**src/rtl/onehot_pkg.sv**
```systemverilog
// Shared types and helpers for the one-hot round-robin arbiter.
package onehot_pkg;

  localparam int unsigned MaxReq = 32;

  typedef enum logic [0:0] {
    IDLE  = 1'b0,
    GRANT = 1'b1
  } arb_state_t;

  typedef struct packed {
    logic       found;
    logic [4:0] idx;
  } rr_pick_t;

  // OR of the indices of all set bits; exact for one-hot and zero inputs.
  function automatic logic [4:0] onehot2bin(input logic [MaxReq-1:0] oh);
    logic [4:0] idx;
    idx = '0;
    for (int unsigned i = 0; i < MaxReq; i++) begin
      if (oh[i]) idx = idx | 5'(i);
    end
    return idx;
  endfunction

  // Sequential scan ptr+1, ptr+2, ... modulo n; first set bit wins.
  function automatic rr_pick_t rr_next(input logic [MaxReq-1:0] req,
                                       input int unsigned       ptr,
                                       input int unsigned       n);
    rr_pick_t    res;
    int unsigned k;
    res = '0;
    for (int unsigned off = 1; off <= MaxReq; off++) begin
      if (off <= n) begin
        k = (ptr + off) % n;
        if (!res.found && req[k[4:0]]) begin
          res.found = 1'b1;
          res.idx   = k[4:0];
        end
      end
    end
    return res;
  endfunction

endpackage

```
**src/rtl/rr_priority_pick.sv**
```systemverilog
// Rotating priority pick: rotate req so ptr+1 lands at bit 0, take the lowest
// set bit, then rotate the index back.
module rr_priority_pick
  import onehot_pkg::*;
#(
  parameter int unsigned NUM_REQ = 4,
  parameter int unsigned ID_W    = $clog2(NUM_REQ)
) (
  input  logic [NUM_REQ-1:0] i_req,
  input  logic [ID_W-1:0]    i_ptr,
  output logic [ID_W-1:0]    o_idx,
  output logic               o_found
);

  localparam logic [NUM_REQ-1:0] One = NUM_REQ'(1);

  int unsigned        w_shift;
  logic [NUM_REQ-1:0] w_rot;
  logic [NUM_REQ-1:0] w_low;
  logic [4:0]         w_ridx;

  always_comb begin
    w_shift = 32'(i_ptr) + 32'd1;
    if (w_shift >= NUM_REQ) w_shift = 0;
    w_rot   = (i_req >> w_shift) | (i_req << (NUM_REQ - w_shift));
    w_low   = w_rot & (~w_rot + One);
    w_ridx  = onehot2bin(MaxReq'(w_low));
    o_idx   = ID_W'((32'(w_ridx) + w_shift) % NUM_REQ);
    o_found = |i_req;
  end

endmodule

```
**src/rtl/onehot_rr_arbiter.sv**
```systemverilog
// Round-robin arbiter driving a registered one-hot mux select.
// Optional grant watchdog enabled by defining ARB_TIMEOUT_EN.
module onehot_rr_arbiter
  import onehot_pkg::*;
#(
  parameter int unsigned NUM_REQ        = 4,
  parameter int unsigned ID_W           = $clog2(NUM_REQ),
  parameter int unsigned TIMEOUT_CYCLES = 16
) (
  input  logic               clk_i,
  input  logic               reset_i,
  input  logic [NUM_REQ-1:0] req_i,
  input  logic               ack_i,
  output logic [NUM_REQ-1:0] sel_o,
  output logic               valid_o,
  output logic [ID_W-1:0]    id_o
`ifdef ARB_TIMEOUT_EN
  ,
  output logic               timeout_o
`endif
);

  localparam logic [NUM_REQ-1:0] One     = NUM_REQ'(1);
  localparam logic [ID_W-1:0]    PtrInit = ID_W'(NUM_REQ - 1);

  arb_state_t         r_state, w_state_d;
  logic [NUM_REQ-1:0] r_sel, w_sel_d;
  logic               r_valid, w_valid_d;
  logic [ID_W-1:0]    r_id, w_id_d;
  logic [ID_W-1:0]    r_ptr, w_ptr_d;
  logic [ID_W-1:0]    w_idx;
  logic               w_found;
  logic               w_tmo;
  logic               w_ack;
  rr_pick_t           w_ref;

  rr_priority_pick #(
    .NUM_REQ (NUM_REQ),
    .ID_W    (ID_W)
  ) u_pick (
    .i_req   (req_i),
    .i_ptr   (r_ptr),
    .o_idx   (w_idx),
    .o_found (w_found)
  );

`ifdef ARB_TIMEOUT_EN
  localparam int unsigned TmoW = (TIMEOUT_CYCLES > 2) ? $clog2(TIMEOUT_CYCLES) : 1;

  logic [TmoW-1:0] r_cnt, w_cnt_d;
  logic            r_tmo, w_tmo_d;

  // An explicit ack in the final cycle wins over the watchdog.
  assign w_tmo = (r_state == GRANT) && !ack_i && (r_cnt == TmoW'(TIMEOUT_CYCLES - 1));
`else
  assign w_tmo = 1'b0;
`endif

  assign w_ack = ack_i | w_tmo;

  always_comb begin
    w_state_d = r_state;
    w_sel_d   = r_sel;
    w_valid_d = r_valid;
    w_id_d    = r_id;
    w_ptr_d   = r_ptr;
`ifdef ARB_TIMEOUT_EN
    w_cnt_d   = r_cnt;
    w_tmo_d   = 1'b0;
`endif
    unique case (r_state)
      IDLE: begin
        if (w_found) begin
          w_state_d = GRANT;
          w_sel_d   = One << w_idx;
          w_valid_d = 1'b1;
          w_id_d    = w_idx;
          w_ptr_d   = w_idx;
`ifdef ARB_TIMEOUT_EN
          w_cnt_d   = '0;
`endif
        end
      end
      GRANT: begin
        if (w_ack) begin
`ifdef ARB_TIMEOUT_EN
          w_tmo_d = w_tmo;
          w_cnt_d = '0;
`endif
          if (w_found) begin
            w_sel_d = One << w_idx;
            w_id_d  = w_idx;
            w_ptr_d = w_idx;
          end else begin
            w_state_d = IDLE;
            w_sel_d   = '0;
            w_valid_d = 1'b0;
            w_id_d    = '0;
          end
        end else begin
`ifdef ARB_TIMEOUT_EN
          w_cnt_d = r_cnt + 1'b1;
`endif
        end
      end
      default: w_state_d = IDLE;
    endcase
  end

  always_ff @(posedge clk_i or posedge reset_i) begin
    if (reset_i) begin
      r_state <= IDLE;
      r_sel   <= '0;
      r_valid <= 1'b0;
      r_id    <= '0;
      r_ptr   <= PtrInit;
    end else begin
      r_state <= w_state_d;
      r_sel   <= w_sel_d;
      r_valid <= w_valid_d;
      r_id    <= w_id_d;
      r_ptr   <= w_ptr_d;
    end
  end

`ifdef ARB_TIMEOUT_EN
  always_ff @(posedge clk_i or posedge reset_i) begin
    if (reset_i) begin
      r_cnt <= '0;
      r_tmo <= 1'b0;
    end else begin
      r_cnt <= w_cnt_d;
      r_tmo <= w_tmo_d;
    end
  end

  assign timeout_o = r_tmo;
`endif

  assign sel_o   = r_sel;
  assign valid_o = r_valid;
  assign id_o    = r_id;

  // Reference scan cross-checks the rotating pick.
  always_comb begin
    w_ref = rr_next(MaxReq'(req_i), 32'(r_ptr), NUM_REQ);
  end

  always_ff @(posedge clk_i) begin
    if (!reset_i) begin
      assert (NUM_REQ >= 2 && NUM_REQ <= MaxReq && TIMEOUT_CYCLES >= 2);
      assert ($onehot0(r_sel));
      assert (r_valid == (|r_sel));
      assert (r_valid ? (r_sel == (One << r_id)) : (r_id == '0));
      assert (w_ref.found == w_found && (!w_found || w_ref.idx == 5'(w_idx)));
    end
  end

endmodule

```
**config.mk**
```make
export PLATFORM = sky130hd
export DESIGN_NAME = onehot_rr_arbiter
export DESIGN_NICKNAME = d
export VERILOG_FILES = /design/src/rtl/onehot_pkg.sv /design/src/rtl/rr_priority_pick.sv /design/src/rtl/onehot_rr_arbiter.sv
export SDC_FILE = /design/constraint.sdc
export NUM_CORES = 1
export LEC_CHECK = 0
export CORE_MARGIN = 2
export CORE_UTILIZATION = 55
export CTS_BUF_LIST = sky130_fd_sc_hd__clkbuf_4
export DETAILED_ROUTE_END_ITERATION = 12
export PLACE_DENSITY = 0.83
export SYNTH_ARGS = -nofsm -noshare
export SYNTH_HDL_FRONTEND = slang
export SYNTH_SLANG_ARGS = --single-unit
```
**constraint.sdc**
```tcl
create_clock -name clk_i -period 8.3 [get_ports clk_i]
set_input_delay 0.83 -clock clk_i [delete_from_list [all_inputs] [get_ports clk_i]]
set_output_delay 0.83 -clock clk_i [all_outputs]
set_load 0.02 [all_outputs]
```
==> impl_metrics.csv <==
group,metric,value,unit
status,status,"finished clean",
setup_path,crit_chain,"clkdlybuf4s50_1 > mux2i_1 > or4_4 > nand2_1 > nand2_1 > a221oi_1 > ha_1 > xor2_1 > or4_4 > a2111oi_2 > nor2_1 > nand3_1",
synthesis,synth_top_area_share,25.2,%
power,vdd_drop_max,0.361,mV
placed_design,dp_hpwl,1270,um
setup_path,endpoint_kind,"flip-flop",
worst_hold_path,min_path_cells,2,
clock_tree,cts_buffer_depth,2,
global_routing,grt_pass1_vias,639,
timing,timing.final.crit_share,43.8,%
clock_tree,post_cts_resized,0,
synthesis,synthArstFlopShare,100,%
global_routing,track_usage,20.3,%
synthesis,syn_area,796,um2
floorplanning,die_w,42.0,um
cells_and_area,n_fill_cell,103,
clock_tree,cts_buffers,3,
global_routing,grt_pass1_wl,2810,um
routing,vias,687,
power,switching_share,46.1,%
timing,hold_violations,0,
routing,drt_iter0_drc,11,
synthesis,ys_warn_count,0,
global_routing,antenna_found_initial,0,
global_routing,grt_start_max_net_pins,12,
setup_path,cpPeakStageDelay,0.58,ns
synthesis,synth_area_per_cell,9.59,um2
floorplanning,core,1330,um2
placed_design,place_congestion,0.810,
flow_run,cap_violations,0,
floorplanning,dieArea,1770,um2
setup_path,start_kind,"input port",
setup_path,r2r_slack,4.72,ns
clock_tree,hold_buffers,0,
cells_and_area,layout_commonest_cell,"clkdlybuf4s50_1",
routing,wl,1580,um
power,combPwrFrac,74.5,%
global_routing,grt_overflow,0,
power,leakage,0.404,nW
setup_path,crit_type,"input port to flip-flop",
timing,skew,0.00635,ns
routing,routedWlPerCell,13.9,um
worst_hold_path,holdCritPathClass,"flip-flop to flip-flop",
placed_design,io_buffers,13,
cells_and_area,drive_above_1_share,15.2,%
routing,dr.pass1.iters,4,
setup_path,worstPathRequired,8.49,ns
routing,drc_errors,0,
timing,clock.fmax,275,MHz
clock_tree,h-tree-depth,1,
clock_tree,cts.clk_slew.worst_paths,0.05,ns
clock_tree,cts-root-buf,"clkbuf_4",
setup_path,critPathSlowestCell,"clkdlybuf4s50_1",
floorplanning,rows,13,
power,p_int,0.265,mW
timing,slew_headroom,58.0,%
cells_and_area,n_antenna_cell,0,
power,p_switching,0.227,mW
synthesis,syn_inst,83,
floorplanning,ioPinCount,14,
routing,antenna_left,0,
clock_tree,postCtsSetupBuffers,0,
setup_path,r2r_cells,12,
routing,via_per_inst,6.03,
power,power_density,511,nW/um2
synthesis,ys_types,40,
setup_path,crit_fanout,6,
power,seq_power_share,18.1,%
timing,rsz0062_at_grt,"no",
setup_path,arrival,3.82,ns
clock_tree,clock_latency,0.26,ns
synthesis,synth_flop_cell,"dfrtp_1",
timing,setup_tns,0,ns
floorplanning,die_h,42.0,um
synthesis,syn_nets,93,
synthesis,synth_top_area_cell,"dfrtp_1",
placed_design,place_ws,4.40,ns
timing,layout_min_cycle_time,3.63,ns
timing,setup_viol,0,
clock_tree,clock_sinks,10,
timing,max_slew.worst_pin.slew,0.625,ns
clock_tree,cts_tree,"done",
synthesis,synthTopCellsByArea,"dfrtp_1 (25%), dfstp_2 (6.6%), a221o_1 (5.0%)",
synthesis,ys_seq_area_share,31.8,%
timing,slew_violations,0,
synthesis,synth_edf_count,0,
cells_and_area,syn2layout_area_growth,21.1,%
cells_and_area,nNetsFinal,110,
power,clkPwrFrac,7.4,%
synthesis,ys_ff_latch,10,
floorplanning,initial_core_util,59.7,%
cells_and_area,final_cell_mix,"clkdlybuf4s50_1 (13), nor2_1 (10), nand2_1 (9)",
timing,fin_ws,4.67,ns
## cell type report
| class | count | area [um2] | share of cell area [%] |
|---|---|---|---|
| clock buffer | 4 | 30.0 | 3.12 |
| inverter | 2 | 7.51 | 0.779 |
| multi-input combinational | 70 | 524 | 54.4 |
| sequential | 10 | 253 | 26.2 |
| tap | 15 | 18.8 | 1.95 |
| timing repair buffer | 13 | 130 | 13.5 |
## worst paths after layout
check,startpoint,endpoint
worst max-delay path,req_i[2],id_o[1]
worst max register to register,r_ptr[0],id_o[1]
worst min-delay path,r_ptr[1],r_ptr[1]
max in group asynchronous,reset_i,r_ptr[0]
worst min register to register,r_ptr[1],r_ptr[1]
min in group asynchronous,reset_i,sel_o[0]
## registers in the layout, summed over array words and instances (netlist names)
signal / flops
valid_o: 1
sel_o: 4
r_state: 1
id_o: 2
r_ptr: 2
## Yosys cell counts (all sizes together), types with 2 or more instances
master / number
dfstp: 2
a221o: 4
ha: 3
or4: 3
dfrtp: 8
nand2: 9
nand2b: 3
inv: 2
nor3: 3
mux2i: 4
o21ai: 3
nor4: 3
nor3b: 2
nand3: 2
nor2: 11
## critical path, delay by kind of cell
| kind | cells | cell delay [ns] |
|---|---|---|
| AND/OR/NAND/NOR | 6 | 1.29 |
| multiplexers | 1 | 0.12 |
| XOR/XNOR | 1 | 0.16 |
| AO/OA/AOI/OAI | 2 | 0.59 |
| buffers and inverters | 1 | 0.58 |
| adder cells (fa/ha/maj) | 1 | 0.26 |
## logic make-up after synthesis
group           share of synthesized area, %
xor+xnor                                2.20
compound gates                          17.8
mux                                     6.92
buf+inv                                 2.36
flops                                   31.8
simple gates                            34.3
fa+ha+maj                               4.72
## metrics by stage
stage / instances / power (mW) / hold slack [ns] / area [um2] / utilization (%)
5_1_grt: 114 / 0.543 / 0.530 / 963 / 72.2
3_3_place_gp: 110 / 0.447 / 0.480 / 933 / 70.0
4_1_cts: 114 / 0.496 / 0.507 / 963 / 72.2
2_1_floorplan: 83 / 0.386 / 0.475 / 796 / -
3_5_place_dp: 110 / 0.457 / 0.499 / 933 / 70.0
6_report: 114 / 0.492 / 0.500 / 963 / 72.2
## power by group through the flow
stage | Clock (mW) | Sequential [mW] | Combinational, mW
global route | 0.0407 | 0.0918 | 0.411
finish | 0.0364 | 0.0889 | 0.367
global placement | 0 | 0.0888 | 0.358
detailed placement | 0 | 0.0901 | 0.367
CTS | 0.0381 | 0.0893 | 0.368
floorplan | 0 | 0.103 | 0.283
## metal layers
metal / up-vias / global-route usage, % / part of all wire, %
met1: 324 / 29.2 / 49
li1: 352 / - / -
met4: 0 / 1.88 / 0
met2: 11 / 31.3 / 48
met5: - / 0 / 0
met3: 0 / 6.47 / 3.5
No activity file was read; power rests on OpenSTA's default activity.
